[src/rtl/axi_llc_evict_line_buf.sv]
// axi_llc_evict_line_buf: buffers one evicted cache line, then emits it as one AXI AW burst plus BlockSize W beats
module axi_llc_evict_line_buf #(
  parameter int AddrWidth = 64,
  parameter int DataWidth = 64,
  parameter int BlockSize = 8
) (
  input  logic                   clk_i,
  input  logic                   rst_i,
  input  logic [AddrWidth-1:0]   desc_addr_i,
  input  logic                   desc_valid_i,
  output logic                   desc_ready_o,
  input  logic [DataWidth-1:0]   way_data_i,
  input  logic                   way_valid_i,
  output logic                   way_ready_o,
  output logic [AddrWidth-1:0]   aw_addr_o,
  output logic [7:0]             aw_len_o,
  output logic                   aw_valid_o,
  input  logic                   aw_ready_i,
  output logic [DataWidth-1:0]   w_data_o,
  output logic [DataWidth/8-1:0] w_strb_o,
  output logic                   w_last_o,
  output logic                   w_valid_o,
  input  logic                   w_ready_i,
  output logic                   busy_o
);
  localparam int CW = $clog2(BlockSize);
  localparam logic [CW-1:0] LAST = CW'(BlockSize - 1);
  typedef enum logic [1:0] {IDLE, FILL, DRAIN} state_t;
  state_t state_q, state_d;
  logic [CW-1:0] fill_cnt, drain_cnt;
  logic aw_done, w_done;
  logic [AddrWidth-1:0] addr_q;
  logic [DataWidth-1:0] line_q [BlockSize];
  logic desc_hs, way_hs, aw_hs, w_hs, fill_end, drain_end;
  assign desc_ready_o = state_q == IDLE;
  assign way_ready_o  = state_q == FILL;
  assign busy_o       = state_q != IDLE;
  assign aw_valid_o   = state_q == DRAIN && !aw_done;
  assign w_valid_o    = state_q == DRAIN && !w_done;
  assign w_last_o     = w_valid_o && drain_cnt == LAST;
  assign w_data_o     = w_valid_o ? line_q[drain_cnt] : '0;
  assign w_strb_o     = '1;
  assign aw_addr_o    = addr_q;
  assign aw_len_o     = 8'(BlockSize - 1);
  assign desc_hs      = desc_valid_i && desc_ready_o;
  assign way_hs       = way_valid_i && way_ready_o;
  assign aw_hs        = aw_valid_o && aw_ready_i;
  assign w_hs         = w_valid_o && w_ready_i;
  assign fill_end     = way_hs && fill_cnt == LAST;
  // W may complete before AW (or vice versa); leave only once both sides are done
  assign drain_end    = state_q == DRAIN && (w_done || (w_hs && w_last_o)) && (aw_done || aw_hs);
  always_comb begin
    state_d = desc_hs ? FILL : fill_end ? DRAIN : drain_end ? IDLE : state_q;
  end
  always_ff @(posedge clk_i) begin
    if (rst_i) begin
      state_q   <= IDLE;
      fill_cnt  <= '0;
      drain_cnt <= '0;
      aw_done   <= 1'b0;
      w_done    <= 1'b0;
      addr_q    <= '0;
    end else begin
      state_q <= state_d;
      if (desc_hs) begin
        addr_q   <= desc_addr_i;
        fill_cnt <= '0;
      end
      if (way_hs) fill_cnt <= fill_end ? '0 : fill_cnt + CW'(1);
      if (fill_end) begin
        drain_cnt <= '0;
        aw_done   <= 1'b0;
        w_done    <= 1'b0;
      end
      if (aw_hs) aw_done <= 1'b1;
      if (w_hs) begin
        drain_cnt <= w_last_o ? drain_cnt : drain_cnt + CW'(1);
        w_done    <= w_last_o;
      end
    end
  end
  always_ff @(posedge clk_i) begin
    if (way_hs) line_q[fill_cnt] <= way_data_i;
  end
endmodule
[config.mk]
export PLATFORM = sky130hd
export DESIGN_NAME = axi_llc_evict_line_buf
export DESIGN_NICKNAME = d
export VERILOG_FILES = /design/src/rtl/axi_llc_evict_line_buf.sv
export SDC_FILE = /design/constraint.sdc
export NUM_CORES = 1
export LEC_CHECK = 0
export BUFFER_PORTS_ARGS = -buffer_cell sky130_fd_sc_hd__buf_2
export CORE_ASPECT_RATIO = 2
export CORE_MARGIN = 4
export CORE_UTILIZATION = 23
export CTS_CLUSTER_DIAMETER = 200
export DETAILED_ROUTE_END_ITERATION = 10
export HOLD_SLACK_MARGIN = 0.1
export SYNTH_ARGS = -nofsm -noshare
export SYNTH_HDL_FRONTEND = slang
export SYNTH_SLANG_ARGS = --single-unit
export TNS_END_PERCENT = 1
[constraint.sdc]
create_clock -name clk_i -period 9.1 [get_ports clk_i]
set_input_delay 1.82 -clock clk_i [delete_from_list [all_inputs] [get_ports clk_i]]
set_output_delay 1.82 -clock clk_i [all_outputs]
set_load 0.05 [all_outputs]
==> results.py <==
metrics = {
    "status": {
        "status": "finished clean",
    },
    "finish": {
        "drive_gt1_share_pct": 38.5,
        "layout_common_cells": "edfxtp_1 (512), buf_2 (267), nand2_1 (130)",
        "fin_area_um2": 26500,
        "syn2layout_area_growth_pct": 19.2,
        "fillers": 9515,
        "layout_commonest_cell": "edfxtp_1",
        "final_nets": 1531,
    },
    "yosys": {
        "yosys_warnings": 0,
        "synthArstFlopShare_pct": 0,
        "ys.flop_type": "edfxtp_1",
        "synth_area_leaders": "edfxtp_1 (69%), mux4_2 (13%), dfxtp_1 (6.9%)",
        "synth.yosys.seq_area_share_pct": 76.2,
        "syn-cell-area_um2": 22200,
        "synth_cell_types": 38,
        "avgSynthCellArea_um2": 19.8,
        "synth_top_area_cell": "edfxtp_1",
        "ys_seq_elements": 589,
        "synth_top_cell_area_share_pct": 69.2,
        "syn_inst": 1120,
        "synth_edf_count": 512,
    },
    "grt": {
        "track_usage_pct": 10.3,
        "grt_start_max_net_pins": 92,
        "grt_pass1_vias": 12500,
        "busiest_layer": "met2",
        "grt-ovfl-total": 0,
        "use_met2_pct": 19.0,
        "use_met3_pct": 2.94,
        "grt_pass1_wl_um": 79200,
        "use_met1_pct": 10.9,
        "antenna_found_initial": 16,
    },
    "floorplan": {
        "std_cell_rows": 161,
        "initial_core_util_pct": 23.1,
        "die_x_um": 228,
        "design.die.area_um2": 102000,
        "fp.coreArea_um2": 96100,
        "die_h_um": 447,
        "ioPinCount": 284,
    },
    "clock_network": {
        "post_cts_buffers": 0,
        "clockBufferDepth": 3,
        "cts_inserted_buffers": 52,
        "clock_latency_ps": 640,
        "ctsHoldBuffers": 0,
        "cts_resized": 0,
        "cts_sinks": 589,
        "htreeDepth": 2,
        "cts_tree": "yes",
        "cts.reportedPaths.clkPinSlew_ps": 70,
        "root_buffer": "clkbuf_16",
    },
    "sta": {
        "final.setup_skew_ps": 34.1,
        "finalCritPeriodShare_pct": 60.6,
        "slew_headroom_pct": 34.3,
        "fin_ws_ps": 3590,
        "fin_hold_ws_ps": 457,
        "hold_viol_final": 0,
        "rsz0062_at_grt": "false",
        "worst_slew_pin_slew_ps": 986,
        "drv_slew": 0,
        "finalSetupViolCount": 0,
        "period_needed_ps": 5510,
        "timing.setup.tns_ps": 0,
        "fmax_mhz": 181,
    },
    "placement": {
        "post-place-ws_ps": 4150,
        "port_buffers": 267,
        "dp_hpwl_um": 31800,
        "place_area_um2": 24800,
        "routabilityCongestion": 0.749,
    },
    "detailed_routing": {
        "drc": 0,
        "wl_per_cell_um": 19.9,
        "vias": 11400,
        "drtIter0Drc": 567,
        "viasPerCell": 4.27,
        "ant_nets": 0,
        "drt_first_pass_iters": 4,
        "wl_um": 52900,
    },
    "setup_path": {
        "crit_chain": "buf_4, buf_4, mux4_2, a22o_2, buf_2",
        "end_kind": "output port",
        "worst-path-max-fanout": 50,
        "start_kind": "register",
        "worstPathArrival_ps": 3690,
        "critPathRequiredTime_ps": 7280,
        "slowest_delay_ps": 810,
        "cp_common_cell": "buf_4",
        "slowest_stage": "dfxtp_4",
        "path_class": "register to output port",
    },
    "power": {
        "p_leak_nw": 8.74,
        "power_density_nw_per_um2": 204,
        "p_total_mw": 5.39,
        "peakVddDrop_v": 0.000133,
    },
    "min_path": {
        "min_path_type": "register to register",
    },
    "job": {
        "maxCapViolations": 0,
    },
}
[flip-flops by register name, summed over array words and instances (netlist names), named ones only]
signal / cells
line_q: 512
aw_addr_o: 64
drain_cnt: 3
fill_cnt: 3
state_q: 2
aw_done: 1
w_done: 1
[synth_stat cells (2+ instances only)]
cell type and instances:
buf_12 7, nand2b_1 3, mux4_2 128, dfxtp_1 77, nor2b_1 2, ha_1 4, nand3b_1 3, nand3_1 5
nor3_1 4, a22o_2 40, buf_2 20, a22o_1 24, o211ai_1 3, nor3b_1 2, buf_4 22, nand2_1 130
nor2_1 8, a21oi_1 73, or3_1 2, buf_6 8, edfxtp_1 512, clkbuf_1 26, conb_1 2
[layout make-up]
cell class	instances	area [µm²]	share of cell area [%]
tap	1222	1530	5.77
clock buffer	60	1330	5.03
multi-input combinational	460	4800	18.1
inverter	2	12.5	0.0472
clock inverter	36	362	1.37
timing repair buffer	288	1510	5.69
antenna	10	25.0	0.0945
sequential	589	16900	63.9
[final timing paths]
| path | start | end | slack [ps] | depth (start not counted) |
|---|---|---|---|---|
| setup / recovery | register | w_data_o[47] | 3590 | 5 |
| hold / removal | aw_addr_o[55]$_SDFFE_PP0P_ | aw_addr_o[55]$_SDFFE_PP0P_ | 460 | 2 |
| setup reg to reg | state_q[0]$_SDFFE_PP0P_ | line_q[5][47]$_DFFE_PP_ | 6010 | 4 |
| hold reg to reg | aw_addr_o[55]$_SDFFE_PP0P_ | aw_addr_o[55]$_SDFFE_PP0P_ | 460 | 2 |
[logic make-up after synthesis]
family,share of synthesized area [%]
multiplexers,13.0
AND/OR/NAND/NOR,3.30
adder cells (fa/ha/maj),0.225
AO/OA/AOI/OAI,4.59
flip-flops,76.2
buffers and inverters,2.73
other,0.0338
[where the power goes]
part	switching [mW]	total [mW]	leakage [nW]	internal, mW
Sequential	0.0145	2.98	5.25	2.96
Clock	1.01	2.19	0.813	1.18
Combinational	0.166	0.223	2.68	0.0567
Total	1.19	5.39	8.74	4.20
[critical path, delay by kind of cell, from the launching register on]
kind | cells | cell delay (ps)
flops | 1 | 810
compound gates | 1 | 270
buf+inv | 3 | 1450
mux | 1 | 410
[layer usage]
layer | up-vias | share of wire [%] | wire length (µm)
li1 | 5014 | - | -
met1 | 5871 | 37 | 19400
met2 | 372 | 53 | 28000
met3 | 109 | 6.9 | 3650
met4 | 10 | 3.6 | 1890
met5 | - | 0.13 | 68
[through the flow]
step           std cells  utilization (%)
2_1_floorplan       1134                -
3_3_place_gp        2561             25.8
3_5_place_dp        2561             25.8
4_1_cts             2657             27.5
5_1_grt             2662             27.6
6_report            2667             27.6
No activity file was read; power rests on OpenSTA's default activity.
